[config.mk]
export PLATFORM = sky130hd
export DESIGN_NAME = boron_dec_core
export DESIGN_NICKNAME = d
export VERILOG_FILES = /design/src/rtl/boron_pkg.sv /design/src/rtl/boron_inv_round.sv /design/src/rtl/boron_dec_core.sv
export SDC_FILE = /design/constraint.sdc
export NUM_CORES = 1
export LEC_CHECK = 0
export ABC_AREA = 1
export CORE_UTILIZATION = 55
export DETAILED_ROUTE_END_ITERATION = 12
export PLACE_DENSITY = 0.8
export REMOVE_ABC_BUFFERS = 1
export SETUP_SLACK_MARGIN = 0.2
export SLEW_MARGIN = 25
export SYNTH_ARGS = -nofsm -noshare
export SYNTH_HDL_FRONTEND = slang
export SYNTH_SLANG_ARGS = --single-unit
[constraint.sdc]
create_clock -name clk -period 2.41 [get_ports clk]
set_input_delay 0.482 -clock clk [delete_from_list [all_inputs] [get_ports clk]]
set_output_delay 0.482 -clock clk [all_outputs]
set_load 0.1 [all_outputs]
[src/rtl/boron_pkg.sv]
// boron_pkg: constants, state encoding and helper functions shared by the
// BORON encryption and decryption cores.
//   SBOX / INV_SBOX : 4-bit S-box and its inverse, packed so that nibble n
//                     of the constant holds the output for input n
//   ROT_W0..ROT_W3  : per-word left-rotation amounts of the round
//   KEY_ROT         : key-register rotation per schedule step
//   sbox_layer / inv_sbox_layer, key_step / inv_key_step, rotl16 / rotr16
package boron_pkg;

    localparam int KEY_W   = 80;
    localparam int BLK_W   = 64;

    localparam logic [63:0] SBOX     = 64'h6358_F02D_AC97_1B4E;
    localparam logic [63:0] INV_SBOX = 64'hB086_275C_4FD1_E93A;

    localparam int ROT_W0  = 1;
    localparam int ROT_W1  = 4;
    localparam int ROT_W2  = 7;
    localparam int ROT_W3  = 9;
    localparam int KEY_ROT = 13;

    typedef enum logic [1:0] {
        ST_IDLE   = 2'd0,
        ST_EXPAND = 2'd1,
        ST_DEC    = 2'd2
    } dec_state_e;

    function automatic logic [3:0] sbox4(input logic [3:0] n);
        return SBOX[{n, 2'b00} +: 4];
    endfunction

    function automatic logic [3:0] inv_sbox4(input logic [3:0] n);
        return INV_SBOX[{n, 2'b00} +: 4];
    endfunction

    function automatic logic [15:0] rotl16(input logic [15:0] x, input int n);
        return (x << n) | (x >> (16 - n));
    endfunction

    function automatic logic [15:0] rotr16(input logic [15:0] x, input int n);
        return (x >> n) | (x << (16 - n));
    endfunction

    function automatic logic [63:0] sbox_layer(input logic [63:0] s);
        logic [63:0] r;
        r = '0;
        for (int i = 0; i < 16; i++) r[4*i +: 4] = sbox4(s[4*i +: 4]);
        return r;
    endfunction

    function automatic logic [63:0] inv_sbox_layer(input logic [63:0] s);
        logic [63:0] r;
        r = '0;
        for (int i = 0; i < 16; i++) r[4*i +: 4] = inv_sbox4(s[4*i +: 4]);
        return r;
    endfunction

    // rc is the index of the key being produced (K_rc from K_{rc-1})
    function automatic logic [79:0] key_step(input logic [79:0] k, input logic [4:0] rc);
        logic [79:0] r;
        r         = {k[KEY_W-1-KEY_ROT:0], k[KEY_W-1:KEY_W-KEY_ROT]};
        r[3:0]    = sbox4(r[3:0]);
        r[63:59]  = r[63:59] ^ rc;
        return r;
    endfunction

    // rc is the index of the key being undone (K_{rc-1} from K_rc)
    function automatic logic [79:0] inv_key_step(input logic [79:0] k, input logic [4:0] rc);
        logic [79:0] r;
        r         = k;
        r[63:59]  = r[63:59] ^ rc;
        r[3:0]    = inv_sbox4(r[3:0]);
        return {r[KEY_ROT-1:0], r[KEY_W-1:KEY_ROT]};
    endfunction

endpackage

[src/rtl/boron_inv_round.sv]
// boron_inv_round: combinational inverse BORON round.
//   state_i     : round input (64 bit)
//   round_key_i : K_i applied as the final whitening of this round
//   state_o     : round output
// Undoes, in reverse order: XOR chain, word rotations, word shuffle, S-box
// layer, then adds the round key.
module boron_inv_round
    import boron_pkg::*;
(
    input  logic [63:0] state_i,
    input  logic [63:0] round_key_i,
    output logic [63:0] state_o
);

    logic [15:0] w3, w2, w1, w0;

    always_comb begin
        w3 = state_i[63:48];
        w2 = state_i[47:32];
        w1 = state_i[31:16];
        w0 = state_i[15:0];

        // forward chain was W1^=W0; W3^=W2; W0^=W3; W2^=W1
        w2 = w2 ^ w1;
        w0 = w0 ^ w3;
        w3 = w3 ^ w2;
        w1 = w1 ^ w0;

        w0 = rotr16(w0, ROT_W0);
        w1 = rotr16(w1, ROT_W1);
        w2 = rotr16(w2, ROT_W2);
        w3 = rotr16(w3, ROT_W3);

        // the pairwise word swap is its own inverse
        state_o = inv_sbox_layer({w1, w0, w3, w2}) ^ round_key_i;
    end

endmodule

[src/rtl/boron_dec_core.sv]
// boron_dec_core: iterative BORON decryption, one inverse round per clock.
//   clk, reset   : clock, synchronous active-high reset
//   start        : request strobe, only looked at in IDLE
//   Key          : 80-bit master key, captured on accept
//   Cipher_Text  : ciphertext, captured on accept
//   Plain_Text   : registered result, held until the next completion
//   busy         : high from the cycle after accept until done
//   done         : one-cycle pulse when Plain_Text is valid
//
// state  | meaning
// IDLE   | waiting for start; Plain_Text holds last result
// EXPAND | forward key schedule K1..K25, K25 whitening on the last step
// DEC    | inverse rounds while unwinding the schedule back to K0
module boron_dec_core
    import boron_pkg::*;
#(
    parameter int Key_Bit_Size     = 80,
    parameter int Number_of_Rounds = 26
) (
    input  logic                    clk,
    input  logic                    reset,
    input  logic                    start,
    input  logic [Key_Bit_Size-1:0] Key,
    input  logic [63:0]             Cipher_Text,
    output logic [63:0]             Plain_Text,
    output logic                    busy,
    output logic                    done
);

    if (Key_Bit_Size != 80) begin : g_bad_key_size
        $error("boron_dec_core: Key_Bit_Size must be 80");
    end

    localparam logic [4:0] RC_LAST = 5'(Number_of_Rounds - 1);

    dec_state_e  fsm_q, fsm_d;
    logic [79:0] key_q, key_d;
    logic [63:0] state_q, state_d;
    logic [4:0]  rc_q, rc_d;
    logic [63:0] pt_q, pt_d;
    logic        busy_q, busy_d;
    logic        done_q, done_d;

    logic [79:0] key_next;
    logic [79:0] key_prev;
    logic [63:0] round_out;

    assign key_next = key_step(key_q, rc_q);
    assign key_prev = inv_key_step(key_q, rc_q);

    boron_inv_round u_inv_round (
        .state_i     (state_q),
        .round_key_i (key_prev[63:0]),
        .state_o     (round_out)
    );

    always_ff @(posedge clk) begin
        if (reset) begin
            fsm_q   <= ST_IDLE;
            key_q   <= '0;
            state_q <= '0;
            rc_q    <= '0;
            pt_q    <= '0;
            busy_q  <= 1'b0;
            done_q  <= 1'b0;
        end else begin
            fsm_q   <= fsm_d;
            key_q   <= key_d;
            state_q <= state_d;
            rc_q    <= rc_d;
            pt_q    <= pt_d;
            busy_q  <= busy_d;
            done_q  <= done_d;
        end
    end

    always_comb begin
        fsm_d   = fsm_q;
        key_d   = key_q;
        state_d = state_q;
        rc_d    = rc_q;
        pt_d    = pt_q;
        busy_d  = busy_q;
        done_d  = 1'b0;

        unique case (fsm_q)
            ST_IDLE: begin
                if (start) begin
                    key_d   = Key;
                    state_d = Cipher_Text;
                    rc_d    = 5'd1;
                    busy_d  = 1'b1;
                    fsm_d   = ST_EXPAND;
                end
            end
            ST_EXPAND: begin
                key_d = key_next;
                if (rc_q == RC_LAST) begin
                    // rc stays at R: DEC starts by undoing step R
                    state_d = state_q ^ key_next[63:0];
                    fsm_d   = ST_DEC;
                end else begin
                    rc_d = rc_q + 5'd1;
                end
            end
            ST_DEC: begin
                key_d   = key_prev;
                state_d = round_out;
                rc_d    = rc_q - 5'd1;
                if (rc_q == 5'd1) begin
                    pt_d   = round_out;
                    done_d = 1'b1;
                    busy_d = 1'b0;
                    fsm_d  = ST_IDLE;
                end
            end
            default: fsm_d = ST_IDLE;
        endcase
    end

    assign Plain_Text = pt_q;
    assign busy       = busy_q;
    assign done       = done_q;

endmodule

==> run_results.csv <==
group,metric,value,unit
yosys,yosysUniqueCellTypes,39,
hold_path,min_from,"reset",
timing,relSlewSlack,62.6,%
grt,grt_pass1_vias,18300,
setup_path,start_kind,"flip-flop",
floorplanning,initial_core_util,55.8,%
grt,antenna_found_initial,2,
place,dp_hpwl,47300,µm
detailed_routing,drt_iter0_drc,2628,
cts,clock_latency,0.55,ns
yosys,yosysWarningCount,0,
grt,grt_pass1_wl,99200,µm
floorplanning,ios,213,
yosys,ys_seq_area_share,26.3,%
yosys,ys_ff_latch,217,
setup_path,crit_path_start,"state_q[7]",
detailed_routing,finalWirelength,64700,µm
cells_and_area,fin_util,68.4,%
setup_path,crit_path_end_kind,"flip-flop",
setup_path,r2r_start,"state_q[7]",
cts,cts_hold_buf,0,
detailed_routing,via_count,20100,
setup_path,arrival,2.53,ns
timing,max_slew.worst_pin.slew,0.555,ns
setup_path,path_class,"reg2reg",
timing,finalSetupViolCount,0,
grt,grt_max_degree,87,
setup_path,worstPathMaxFanout,7,
status,outcome,"finished, final reports clean",
floorplanning,fp.dieW,175,µm
timing,clock.fmax,0.477,GHz
hold_path,min_path_type,"in2reg",
timing,timing.final.hold_violations,0,
timing,finalCriticalPeriod,2.10,ns
floorplanning,dieArea,0.0307,mm²
cts,htree_levels,1,
cells_and_area,drive_gt1_share,11.2,%
yosys,ys.flop_type,"dfxtp_1",
timing,clock-skew-final,0.00844,ns
place,portBuffers,212,
cells_and_area,areaGrowthSynthToFinish,22.7,%
yosys,syn_area_per_cell,5.95,µm²
detailed_routing,wire_per_inst,19.3,µm
setup_path,reg2reg_slack,0.31,ns
detailed_routing,drtPass1Iterations,8,
place,gp_congestion,1.00,
detailed_routing,met2WireLength,28600,µm
flow_run,drv_cap,0,
timing,rsz0062_at_grt,"true",
cts,clk_pin_slew,0.06,ns
cts,root_buffer,"clkbuf_16",
timing,slew_viol_final,0,
floorplanning,core_area,0.0296,mm²
setup_path,critical_path_required,2.84,ns
cts,cts.sinks,217,
cells_and_area,final_common_cell,"nand2_1",
floorplanning,fp.dieH,175,µm
timing,period_share,87.0,%
cts,cts_inserted_buffers,26,
yosys,synthCells,2769,
floorplanning,rows,63,
detailed_routing,viasPerCell,6.01,
cells_and_area,nets,3159,
detailed_routing,drc_errors,0,
yosys,synth_area,0.0165,mm²
detailed_routing,m1WireLength,25400,µm
detailed_routing,ant_nets,0,
detailed_routing,met3WireLength,6720,µm
cells_and_area,final_cell_mix,"nand2_1, o21ai_0, a21oi_1",
yosys,synthArstFlopShare,0,%
detailed_routing,top_layer,"met4",
cts,cts_tree,"done",
grt,gr-usage-all-layers,41.1,%
cts,clockBufferDepth,3,
yosys,synth_edf_count,0,
cells_and_area,antenna_cells,0,
grt,overflow,0,
==> layout make-up <==
type	count	area (µm²)
clock buffers	32	724
clock inverters	16	166
fillers	2699	9340
inverters	280	1060
multi-input cells	2136	10700
flip-flops and latches	217	4380
well taps	390	488
repair buffers	281	2700
==> sequential cells by signal (all words and copies together) (netlist names) <==
signal	cells
key_q	80
Plain_Text	64
done	1
state_q	64
fsm_q	2
busy	1
rc_q	5
==> repair_timing <==
action	CTS	global route
cloned	0	0
gates resized for setup	1	67
setup buffers	0	5
pin swaps	0	5
endpoints found under the setup margin	1	68
==> worst paths after layout <==
kind,to,cells past startpoint
worst min register to register,Plain_Text[10],2
worst max-delay path,state_q[49],11
worst max register to register,state_q[49],11
worst min-delay path,Plain_Text[51],2
==> cells in the mapped netlist, types with 23 or more instances <==
cell type	number	area share (%)
inv_1	236	5.4
o21ai_0	269	8.2
nand2_1	907	21
o211ai_1	55	2.5
o221ai_1	67	3.6
dfxtp_1	217	26
nor2_1	187	4.3
o21ai_1	25	0.76
a21oi_1	254	7.7
xor2_1	23	1.2
nand3_1	196	5.9
inv_2	43	0.98
ha_1	70	5.3
clkbuf_1	102	2.3
==> kinds of logic (layout without fill, tap and decap cells) <==
| group | after synthesis | count (layout) | synth area share [%] |
|---|---|---|---|
| XOR/XNOR | 41 | 41 | 2.36 |
| AO/OA/AOI/OAI | 687 | 687 | 23.5 |
| AND/OR/NAND/NOR | 1338 | 1338 | 32.8 |
| buffers and inverters | 416 | 609 | 9.64 |
| flip-flops | 217 | 217 | 26.3 |
| adder cells (fa/ha/maj) | 70 | 70 | 5.31 |
==> per-layer routing <==
layer,global-route usage [%],vias to the layer above
li1,-,9464
met1,53.4,9175
met2,66.1,1258
met3,5.22,239
met4,21.8,0
met5,0,-
==> critical path, stage by stage (launching register included) <==
cell	delay (ns)
dfxtp_1	0.52
inv_1	0.22
nand2_1	0.12
nand2_2	0.12
xor2_1	0.34
nand3_1	0.16
nand2_1	0.08
nand2_1	0.07
nand3_1	0.09
nand2_1	0.06
nand2_1	0.11
a21oi_1	0.08
==> stage by stage <==
step	hold slack [ns]	setup slack (ns)	instances	instance area (µm²)	setup TNS, ns
final	0.343	0.313	3352	20200	0
after global placement	0.454	0.194	3299	19100	0
after detailed placement	0.458	0.143	3299	19100	0
after floorplan	0.465	-7.04	2633	15900	-977.70
after global routing	0.346	0.164	3352	20200	0
after CTS	0.331	0.206	3347	20000	0
Power is not shown: default switching activity piles up to over one toggle a cycle in this logic, so the estimate is an artifact.
